$ cat config.mk
export PLATFORM = sky130hd
export DESIGN_NAME = bcd_time_display
export DESIGN_NICKNAME = d
export VERILOG_FILES = /design/src/rtl/bcd_time_display.sv
export SDC_FILE = /design/constraint.sdc
export NUM_CORES = 1
export LEC_CHECK = 0
export BUFFER_PORTS_ARGS = -buffer_cell sky130_fd_sc_hd__buf_4
export CORE_ASPECT_RATIO = 1.25
export CORE_MARGIN = 10
export CORE_UTILIZATION = 55
export CTS_CLUSTER_SIZE = 8
export DETAILED_ROUTE_END_ITERATION = 10
export PLACE_DENSITY = 0.82
export SLEW_MARGIN = 20
export SYNTH_ARGS = -nofsm -noshare
export SYNTH_HDL_FRONTEND = slang
export SYNTH_SLANG_ARGS = --single-unit
$ cat constraint.sdc
create_clock -name clk -period 4.5 [get_ports clk]
set_input_delay 0.45 -clock clk [delete_from_list [all_inputs] [get_ports clk]]
set_output_delay 0.45 -clock clk [all_outputs]
set_load 0.01 [all_outputs]
$ cat src/rtl/bcd_time_display.sv
// ============================================================================
// bcd_time_display
// Scans a packed MM:SS BCD time word onto a 4-digit common-anode display,
// with a per-frame snapshot and a blink alarm at 00:00.
// Optional macro: LEADING_ZERO_BLANK_EN (blanks a zero minutes-tens digit).
// Revision: 1.0
// ============================================================================
`default_nettype none

module bcd_time_display #(
  parameter int SCAN_DIV    = 50000,
  parameter int BLINK_TICKS = 250
) (
  input  logic        clk,
  input  logic        rst_n,
  input  logic [15:0] bcd_time,
  output logic [3:0]  an,
  output logic [6:0]  seg,
  output logic        dp
);

  localparam int PW = (SCAN_DIV > 1) ? $clog2(SCAN_DIV) : 1;
  localparam int BW = (BLINK_TICKS > 1) ? $clog2(BLINK_TICKS) : 1;
  localparam logic [PW-1:0] PRE_LAST   = PW'(SCAN_DIV - 1);
  localparam logic [BW-1:0] BLINK_LAST = BW'(BLINK_TICKS - 1);
  localparam logic [6:0]    SEG_BLANK  = 7'b1111111;

  logic [PW-1:0] pre;
  logic [1:0]    idx;
  logic [15:0]   snap;
  logic [BW-1:0] blink_cnt;
  logic          blink_phase;

  logic          tick;
  logic [1:0]    next_idx;
  logic          frame_start;
  logic [15:0]   eff_time;
  logic [3:0]    nibble;
  logic          alarm_blank;
  logic          lead_blank;

  function automatic logic [6:0] decode(input logic [3:0] d);
    logic [6:0] s;
    case (d)
      4'd0:    s = 7'b1000000;
      4'd1:    s = 7'b1111001;
      4'd2:    s = 7'b0100100;
      4'd3:    s = 7'b0110000;
      4'd4:    s = 7'b0011001;
      4'd5:    s = 7'b0010010;
      4'd6:    s = 7'b0000010;
      4'd7:    s = 7'b1111000;
      4'd8:    s = 7'b0000000;
      4'd9:    s = 7'b0010000;
      default: s = 7'b0111111;
    endcase
    return s;
  endfunction

  assign tick        = (pre == PRE_LAST);
  assign next_idx    = idx + 2'd1;
  assign frame_start = tick && (idx == 2'd3);
  // Digit 0 of a new frame must see the word being captured this very tick.
  assign eff_time    = frame_start ? bcd_time : snap;

  always_comb begin
    nibble = 4'd0;
    case (next_idx)
      2'd0: nibble = eff_time[3:0];
      2'd1: nibble = eff_time[7:4];
      2'd2: nibble = eff_time[11:8];
      2'd3: nibble = eff_time[15:12];
      default: nibble = 4'd0;
    endcase
  end

  assign alarm_blank = (eff_time == 16'h0000) && blink_phase;

`ifdef LEADING_ZERO_BLANK_EN
  assign lead_blank = (next_idx == 2'd3) && (nibble == 4'd0);
`else
  assign lead_blank = 1'b0;
`endif

  always_ff @(posedge clk or negedge rst_n) begin
    if (!rst_n) begin
      pre         <= '0;
      idx         <= 2'd3;
      snap        <= 16'h0000;
      blink_cnt   <= '0;
      blink_phase <= 1'b0;
      an          <= 4'b1111;
      seg         <= SEG_BLANK;
      dp          <= 1'b1;
    end else begin
      if (tick) begin
        pre <= '0;
      end else begin
        pre <= pre + PW'(1);
      end

      if (tick) begin
        idx <= next_idx;
        if (frame_start) begin
          snap <= bcd_time;
        end

        if (blink_cnt == BLINK_LAST) begin
          blink_cnt   <= '0;
          blink_phase <= ~blink_phase;
        end else begin
          blink_cnt <= blink_cnt + BW'(1);
        end

        if (alarm_blank) begin
          an  <= 4'b1111;
          seg <= SEG_BLANK;
          dp  <= 1'b1;
        end else if (lead_blank) begin
          an  <= 4'b1111;
          seg <= SEG_BLANK;
          dp  <= 1'b1;
        end else begin
          an  <= ~(4'b0001 << next_idx);
          seg <= decode(nibble);
          dp  <= (next_idx != 2'd2);
        end
      end
    end
  end

endmodule

`default_nettype wire

==> impl_metrics.json, run 1 <==
{
  "holdBufCountCts": 0,
  "critical_path.top_delay_family": "simple AND/OR/NAND/NOR gates",
  "clk_pin_slew_ns": 0.10,
  "drc": 0,
  "start_util_pct": 56.27,
  "n_antenna_cell": 0,
  "rows": 29,
  "cts.sinks": 54,
  "cp.depth": 8,
  "max_freq_mhz": 282.0,
  "synth_fp_nets": 308,
  "cp.arrival_ns": 3.77,
  "synth_warnings": 0,
  "finalWirelength_microns": 6071,
  "drtPass1Iterations": 4,
  "ys_types": 50,
  "grt.total_usage_pct": 14.62,
  "core_sq_mm": 0.005007,
  "path_class": "flop to flop",
  "clkPwrFrac_pct": 37.8,
  "power.density_mw_per_mm2": 267.0,
  "cp_slowest_cell": "or4_4",
  "p_sw_mw": 0.1803,
  "cap_violations": 0,
  "numCtsBuffers": 5,
  "cp.required_ns": 4.72,
  "worst_pin_slew_ns": 0.6679,
  "leakage_nw": 1.427,
  "synth_edf_count": 0,
  "p_int_mw": 0.6720,
  "status": "complete, no violations",
  "hold_viol": 0,
  "routabilityCongestion": 0.9076,
  "wl_per_cell_microns": 16.50,
  "synth_cells": 276,
  "route.vias.total": 2146,
  "pin_count": 30,
  "synth_ff_type": "dfrtp_1",
  "drtIter0Drc": 130,
  "whs_ns": 0.1621,
  "antenna_found_initial": 0,
  "syn_area_per_cell_sq_um": 10.21,
  "period_share_pct": 78.81,
  "min_period_ns": 3.546,
  "irDropWorstVdd_v": 0.0002165,
  "setup_viol": 0,
  "crit_path_cell_trace": "or4b_4 > or4_4 > mux2_2 > a222oi_1 > mux2_1 > ha_1 > or2_2 > a211oi_1",
  "clock-skew-final_ns": 0.01008,
  "synth_area_sq_mm": 0.002818,
  "rsz0062_at_grt": "no",
  "async_flop_share_pct": 100.0,
  "die_w_microns": 84.02,
  "sequentialPowerShare_pct": 57.7,
  "area_delta_synth_final_pct": 13.28,
  "cts.htree.levels": 2,
  "fin_tns_setup_ns": 0,
  "hpwl_microns": 4456,
  "insertion_delay_ns": 0.31,
  "hold_class": "input pin to asynchronous set/reset pin",
  "cp_num_buf_inv": 0,
  "die_area_sq_mm": 0.008404,
  "final-max-slew-violation-count": 0,
  "cts_tree": "yes",
  "critPathCaptureType": "flop",
  "clock_path_buffers": 2,
  "io_buffers": 29,
  "post_cts_buffers": 0,
  "cts_root_buf": "clkbuf_8",
  "final_cells": 368,
  "finalNetCount": 337,
  "synth_seq_cells": 54,
  "slew_headroom_pct": 55.48,
  "yosysSeqAreaShare_pct": 48.53,
  "ff2ff_path_depth": 8,
  "gr-total-overflow": 0,
  "post_cts_resized": 0,
  "p_sw_share_pct": 21.15,
  "antenna_left": 0,
  "crit_fanout": 18,
  "grt_start_max_net_pins": 55,
  "max_stage_delay_ns": 0.70,
  "crit_path_start_kind": "flop",
  "final_cell_mix": "dfrtp_1 (41), nand2_1 (40), buf_4 (31)",
  "place_inst": 360,
  "layout-drive-gt1-share_pct": 21.90,
  "via_per_inst": 5.832,
  "power.total_mw": 0.8522,
  "final_common_cell": "dfrtp_1",
  "grt_pass1_vias": 2258,
  "fp.dieH_microns": 100.0,
  "grt_pass1_wl_microns": 10420,
  "combPwrFrac_pct": 4.4
}
layer usage:
metal | up-vias | GRT usage [%] | share of wire [%]
met1 | 1059 | 15.81 | 41
met5 | - | 0 | 0
met3 | 14 | 3.647 | 3.7
met4 | 0 | 6.194 | 2.5
met2 | 45 | 26.38 | 53
li1 | 1028 | - | -
Yosys cell counts (6+ instances only):
cell type	n	area share (%)
mux2_1	6	2.4
nand2_1	40	5.3
o21ai_0	9	1.6
dfrtp_1	41	36
nor2_1	29	3.9
nand3_1	12	2.1
clkbuf_1	6	0.80
xor2_1	12	3.7
inv_1	11	1.5
a21oi_1	7	1.2
dfstp_2	13	12
ha_1	14	6.2
sequential cells by signal, summed over array words and instances, names as in the netlist:
register	count
seg	7
idx	2
pre	16
snap	16
blink_cnt	8
an	4
blink_phase	1
per-stage QoR:
stage	setup WS (ns)	instance area [sq um]	utilization [%]
floorplan	1.260	2818	-
global placement	1.047	3082	61.54
detailed placement	0.9623	3082	61.54
CTS	0.9389	3192	63.74
global route	0.7699	3192	63.74
finish	0.9537	3192	63.74
worst reg2reg max path, stage by stage (launching register included):
cell	delay [ns]
dfrtp_1	0.43
or4b_4	0.58
or4_4	0.70
mux2_2	0.34
a222oi_1	0.32
mux2_1	0.29
ha_1	0.28
or2_2	0.31
a211oi_1	0.22
cells by family after synthesis:
kind of cell,Yosys count,share of synthesized area [%]
flip-flops,54,48.53
AND/OR/NAND/NOR,117,20.47
multiplexers,13,5.195
AO/OA/AOI/OAI,41,10.97
buffers and inverters,20,3.330
XOR/XNOR,17,5.284
adder cells (fa/ha/maj),14,6.217
power groups by stage:
stage / clock (mW) / sequential [mW] / combinational (mW)
global route: 0.349 / 0.493 / 0.0423
finish: 0.322 / 0.492 / 0.0379
global placement: 0 / 0.501 / 0.0373
detailed placement: 0 / 0.501 / 0.0380
floorplan: 0 / 0.500 / 0.0112
CTS: 0.328 / 0.492 / 0.0383
cell type report:
cell class	count	area, sq um
clock buffers	6	72.57
clock inverters	2	37.54
well taps	62	77.57
fillers	406	1815
inverters	11	41.29
flip-flops and latches	54	1368
multi-input cells	202	1363
repair buffers	31	232.7
worst paths after layout:
check                           slack [ns]            to         start
worst min-delay path                  0.16  blink_cnt[3]         rst_n
worst min register to register        0.50  blink_cnt[6]  blink_cnt[6]
max in group asynchronous             3.88        pre[4]         rst_n
worst max-delay path                  0.95        seg[3]       pre[11]
worst max register to register        0.95        seg[3]       pre[11]
min in group clk                      0.36      snap[14]  bcd_time[14]
No activity file was read; power rests on OpenSTA's default activity.
==> run 2, diff against run 1 <==
CORE_UTILIZATION = 53   (was 55)
PLACE_DENSITY = 0.83   (was 0.82)
clock period = 3 ns   (was 4.5 ns; I/O delays follow)
==> run 2 against run 1 <==
Against the previous run:
- the run now ends with setup timing left
- clock skew is 0.0017 ns higher
- cell area is 11% higher
- via count rose by 6.7%
- maximum frequency is 13% higher
- die area grew 2.9%
- sequential cell count unchanged
- worst hold slack got worse by 0.14 ns
- count of clock-buffer cells in the layout up 1
- first-iteration DRC count is 48% higher
==> impl_metrics.json, run 2 (synthesis results as in run 1) <==
{
  "clock_path_buffers": 2,
  "antenna_found_initial": 0,
  "cts.htree.levels": 2,
  "clock-skew-final_ns": 0.01180,
  "io_buffers": 29,
  "holdBufCountCts": 0,
  "clk_pin_slew_ns": 0.10,
  "numCtsBuffers": 5,
  "grt_start_max_net_pins": 55,
  "rows": 29,
  "worst_pin_slew_ns": 0.6749,
  "max_stage_delay_ns": 0.63,
  "cpMostUsedCell": "mux2_4",
  "r2r_slack_ns": -0.14,
  "cts_root_buf": "clkbuf_8",
  "postLayoutSetupSlackWorst_ns": -0.1379,
  "cp_num_buf_inv": 0,
  "grt_pass1_wl_microns": 11010,
  "antenna_left": 0,
  "status": "complete, but fails checks",
  "critical_path.top_delay_family": "simple AND/OR/NAND/NOR gates",
  "die_area_sq_mm": 0.008651,
  "drtPass1Iterations": 4,
  "crit_path_cell_trace": "or4bb_1 > or4_4 > mux2_4 > a222oi_1 > mux2_4 > ha_4 > or2_4 > a211oi_2",
  "wl_per_cell_microns": 17.08,
  "irDropWorstVdd_v": 0.0003651,
  "violations": "setup timing",
  "hpwl_microns": 4671,
  "cap_violations": 0,
  "insertion_delay_ns": 0.31,
  "p_int_mw": 0.9536,
  "period_share_pct": 104.6,
  "grt_use_met3_pct": 3.293,
  "finalNetCount": 364,
  "slew_headroom_pct": 55.01,
  "top_regs": "pre (16), snap (16), blink_cnt (8)",
  "power.total_mw": 1.228,
  "leakage_nw": 1.613,
  "combPwrFrac_pct": 5.8,
  "cts.sinks": 54,
  "drtIter0Drc": 193,
  "routabilityCongestion": 0.9417,
  "finalWirelength_microns": 6746,
  "p_sw_share_pct": 22.35,
  "setup_viol": 7,
  "crit_fanout": 6,
  "top_usage_layer": "met2",
  "die_w_microns": 85.22,
  "cp.arrival_ns": 3.38,
  "path_class": "flop to flop",
  "area_delta_synth_final_pct": 25.62,
  "min_period_ns": 3.138,
  "grt.total_usage_pct": 15.63,
  "gr-total-overflow": 0,
  "cp_slowest_cell": "or4_4",
  "hold_viol": 0,
  "drc": 0,
  "final_cell_mix": "buf_4 (53), dfrtp_1 (41), nand2_1 (40)",
  "final-max-slew-violation-count": 0,
  "grt_util_met2_pct": 28.12,
  "critPathCaptureType": "flop",
  "max_freq_mhz": 318.7,
  "layout-drive-gt1-share_pct": 33.63,
  "pin_count": 30,
  "crit_path_start_kind": "flop",
  "n_antenna_cell": 0,
  "hold_class": "input pin to asynchronous set/reset pin",
  "globalRouteMet1Util_pct": 17.17,
  "via_per_inst": 5.797,
  "cp.required_ns": 3.24,
  "final_common_cell": "buf_4",
  "start_util_pct": 55.07,
  "grt_pass1_vias": 2268,
  "core_sq_mm": 0.005116,
  "p_sw_mw": 0.2745,
  "fp.dieH_microns": 101.5,
  "sequentialPowerShare_pct": 60.1,
  "cts_tree": "yes",
  "whs_ns": 0.02080,
  "clkPwrFrac_pct": 34.1,
  "rsz0062_at_grt": "yes",
  "route.vias.total": 2290,
  "power.density_mw_per_mm2": 347.0
}
-- run 2: worst paths after layout --
path / startpoint / end / cells after the start
min in group clk: bcd_time[10] / snap[10] / 3
max reg2reg: pre[7] / seg[3] / 8
min: rst_n / snap[13] / 1
min reg2reg: blink_cnt[6] / blink_cnt[6] / 1
max in group asynchronous: rst_n / pre[3] / 1
max: pre[7] / seg[3] / 8
-- run 2: final cells by class --
cell class,count,area (sq um)
inverter,11,41.29
clock buffer,7,86.33
multi-input combinational,202,1504
fill,390,1577
timing repair buffer,58,457.9
sequential,54,1368
clock inverter,1,5.005
tap,62,77.57
-- run 2: power by group through the flow --
stage	Combinational [mW]	Sequential, mW	Clock, mW
final	0.0711	0.739	0.418
after global routing	0.0775	0.739	0.449
after CTS	0.0666	0.738	0.426
after detailed placement	0.0625	0.752	0
after global placement	0.0610	0.751	0
after floorplan	0.0191	0.750	0
-- run 2: worst reg2reg max path: stages (launching register included) --
cell      delay, ns
dfrtp_1        0.38
or4bb_1        0.53
or4_4          0.63
mux2_4         0.34
a222oi_1       0.34
mux2_4         0.26
ha_4           0.21
or2_4          0.22
a211oi_2       0.17
-- run 2: layer usage --
layer | wire [microns] | share of wire, %
met3 | 338 | 5.0
met4 | 182 | 2.7
met5 | 0 | 0
met1 | 2584 | 38
met2 | 3641 | 54
-- run 2: per-stage QoR --
step | setup slack [ns] | TNS, ns | util (%) | area [sq um] | std cells
3_3_place_gp | -0.07118 | -0.07118 | 64.00 | 3274 | 382
2_1_floorplan | -0.1347 | -0.1380 | - | 2851 | 276
4_1_cts | -0.1391 | -0.6175 | 67.55 | 3456 | 393
3_5_place_dp | -0.1487 | -0.4133 | 64.00 | 3274 | 382
6_report | -0.1379 | -0.3848 | 69.19 | 3540 | 395
5_1_grt | -0.2322 | -1.194 | 69.19 | 3540 | 395
-- run 2: timing repair --
item                                    4_1_cts  5_1_grt
pin swaps                                    13       17
resized for setup                            16       14
gates cloned                                  0        0
endpoints found under the setup margin        7        7
setup buffers                                 3        2
==> run 3, diff against run 2 <==
ABC_AREA = 1   (was not set)
CORE_UTILIZATION = 54   (was 53)
==> run 3 against run 2 <==
Against the previous run:
- the run now ends clean
- cell area is 3.2% higher
- clock power is 3% higher
- synthesized cell count is 49% higher
- count of clock-buffer cells in the layout stayed put
- sequential cell count stayed put
- sequential power is 1% lower
- critical endpoint unchanged
==> impl_metrics.json, run 3 <==
{
  "yosys.area.top_type": "dfrtp_1",
  "pre_cts_slack_ns": 0.4801,
  "final-max-slew-violation-count": 0,
  "clock-skew-final_ns": 0.01478,
  "synth_warnings": 0,
  "synth_ff_type": "dfrtp_1",
  "fin_tns_setup_ns": 0,
  "drtPass1Iterations": 4,
  "grt_pass1_wl_microns": 11960,
  "post_cts_buffers": 0,
  "synth_cells": 412,
  "wl_per_cell_microns": 13.33,
  "finalWirelength_microns": 7024,
  "clk_pin_slew_ns": 0.11,
  "period_share_pct": 84.91,
  "setup_viol": 0,
  "antenna_found_initial": 0,
  "routabilityCongestion": 0.9256,
  "die_area_sq_mm": 0.009607,
  "status": "complete, no violations",
  "min_period_ns": 2.547,
  "hold_class": "input pin to asynchronous set/reset pin",
  "via_per_inst": 5.044,
  "cp.required_ns": 3.25,
  "grt_pass1_vias": 2630,
  "gr-total-overflow": 0,
  "grt.total_usage_pct": 15.60,
  "globalRouteMet1Util_pct": 18.29,
  "worst_pin_slew_ns": 0.6750,
  "io_buffers": 29,
  "place_inst": 519,
  "syn_area_per_cell_sq_um": 7.957,
  "area_delta_synth_final_pct": 11.45,
  "synth_top_area_share_pct": 31.30,
  "antenna_left": 0,
  "fp.dieH_microns": 107.1,
  "cp.arrival_ns": 2.79,
  "top_usage_layer": "met2",
  "grt_use_met3_pct": 3.333,
  "drtIter0Drc": 177,
  "slew_headroom_pct": 55.00,
  "n_antenna_cell": 0,
  "leakage_nw": 2.018,
  "finalNetCount": 476,
  "synth_area_sq_mm": 0.003278,
  "power.density_mw_per_mm2": 327.6,
  "clock_path_buffers": 2,
  "die_w_microns": 89.69,
  "hpwl_microns": 5334,
  "start_util_pct": 55.97,
  "max_freq_mhz": 392.6,
  "layout-drive-gt1-share_pct": 23.37,
  "cts_tree": "yes",
  "ys_types": 40,
  "rows": 31,
  "grt_start_max_net_pins": 55,
  "ys_top_cells_by_count": "inv_1 (87), nand2_1 (66), dfrtp_1 (41)",
  "cts.sinks": 54,
  "finalCoreUtilization_pct": 62.38,
  "synth_seq_cells": 54,
  "cap_violations": 0,
  "insertion_delay_ns": 0.31,
  "final_cells": 527,
  "r2r_slack_ns": 0.45,
  "final_common_cell": "inv_1",
  "pin_count": 30,
  "final_cell_mix": "inv_1 (87), nand2_1 (66), dfrtp_1 (41)",
  "holdBufCountCts": 0,
  "async_flop_share_pct": 100.0,
  "hold_viol": 0,
  "power.total_mw": 1.197,
  "critPathCaptureType": "flop",
  "cts.htree.levels": 2,
  "top_regs": "pre (16), snap (16), blink_cnt (8)",
  "postLayoutSetupSlackWorst_ns": 0.4527,
  "cts_root_buf": "clkbuf_8",
  "numCtsBuffers": 5,
  "synth_fp_nets": 444,
  "path_class": "flop to flop",
  "yosysSeqAreaShare_pct": 41.72,
  "core_sq_mm": 0.005857,
  "route.vias.total": 2658,
  "synth_edf_count": 0,
  "irDropWorstVdd_v": 0.0003013,
  "post_cts_resized": 0,
  "grt_util_met2_pct": 26.77,
  "crit_path_start_kind": "flop",
  "rsz0062_at_grt": "no",
  "crit_fanout": 10,
  "yosysMostFrequentCell": "inv_1",
  "synth_area_leaders": "dfrtp_1 (31%), dfstp_2 (10%), inv_1 (10%)",
  "drc": 0
}
[run 3: final timing paths]
check / cells past startpoint / end / from
setup reg to reg: 14 / seg[3] / idx[0]
hold reg to reg: 1 / pre[0] / pre[0]
hold / removal: 1 / snap[15] / rst_n
setup / recovery: 14 / seg[3] / idx[0]
max in group asynchronous: 1 / blink_cnt[6] / rst_n
min in group clk: 3 / snap[4] / bcd_time[4]
[run 3: worst max-delay path, stage by stage, from the launching register on]
cell	delay, ns
dfstp_2	0.58
ha_1	0.34
buf_4	0.24
nand3_1	0.16
nand2_1	0.13
nand3_1	0.09
o21ai_1	0.23
inv_1	0.14
ha_1	0.21
inv_1	0.05
nand2_1	0.06
nand3_1	0.07
nand3_1	0.08
nand2_1	0.07
inv_1	0.03
[run 3: area by class of cell]
class                           count  area [sq um]
Tap cell                           82         102.6
Timing Repair Buffer               32         240.2
Sequential cell                    54          1368
Multi-Input combinational cell    258          1503
Clock inverter                      1         5.005
Clock buffer                        7         86.33
Fill cell                         478          2203
Inverter                           93         349.1
[run 3: per-stage QoR]
stage	hold WS [ns]	cell area, sq um
after global placement	0.3806	3562
after global routing	0.06917	3654
after CTS	0.03702	3654
after floorplan	0.004409	3278
final	0.01720	3654
after detailed placement	0.3867	3562
[run 3: metal layers]
metal	routed length [microns]	up-vias
li1	-	1348
met1	2953	1230
met2	3490	68
met3	415	12
met4	164	0
met5	0	-
[run 3: power by group]
group	total (mW)	internal, mW	switching [mW]	leakage (nW)
sequential	0.728	0.728	0	0.683
combinational	0.0363	0.0152	0.0211	1.29
clock	0.432	0.187	0.245	0.0482
[run 3: logic make-up (layout without fill, tap and decap cells)]
kind of cell | after synthesis | in the layout | synth area share (%)
AOI/OAI and AO/OA | 35 | 35 | 6.336
buffers and inverters | 100 | 133 | 12.44
adders and majority gates | 14 | 14 | 5.344
xor gates and xnor gates | 5 | 5 | 1.336
DFF | 54 | 54 | 41.72
and+or+nand+nor | 204 | 204 | 32.82
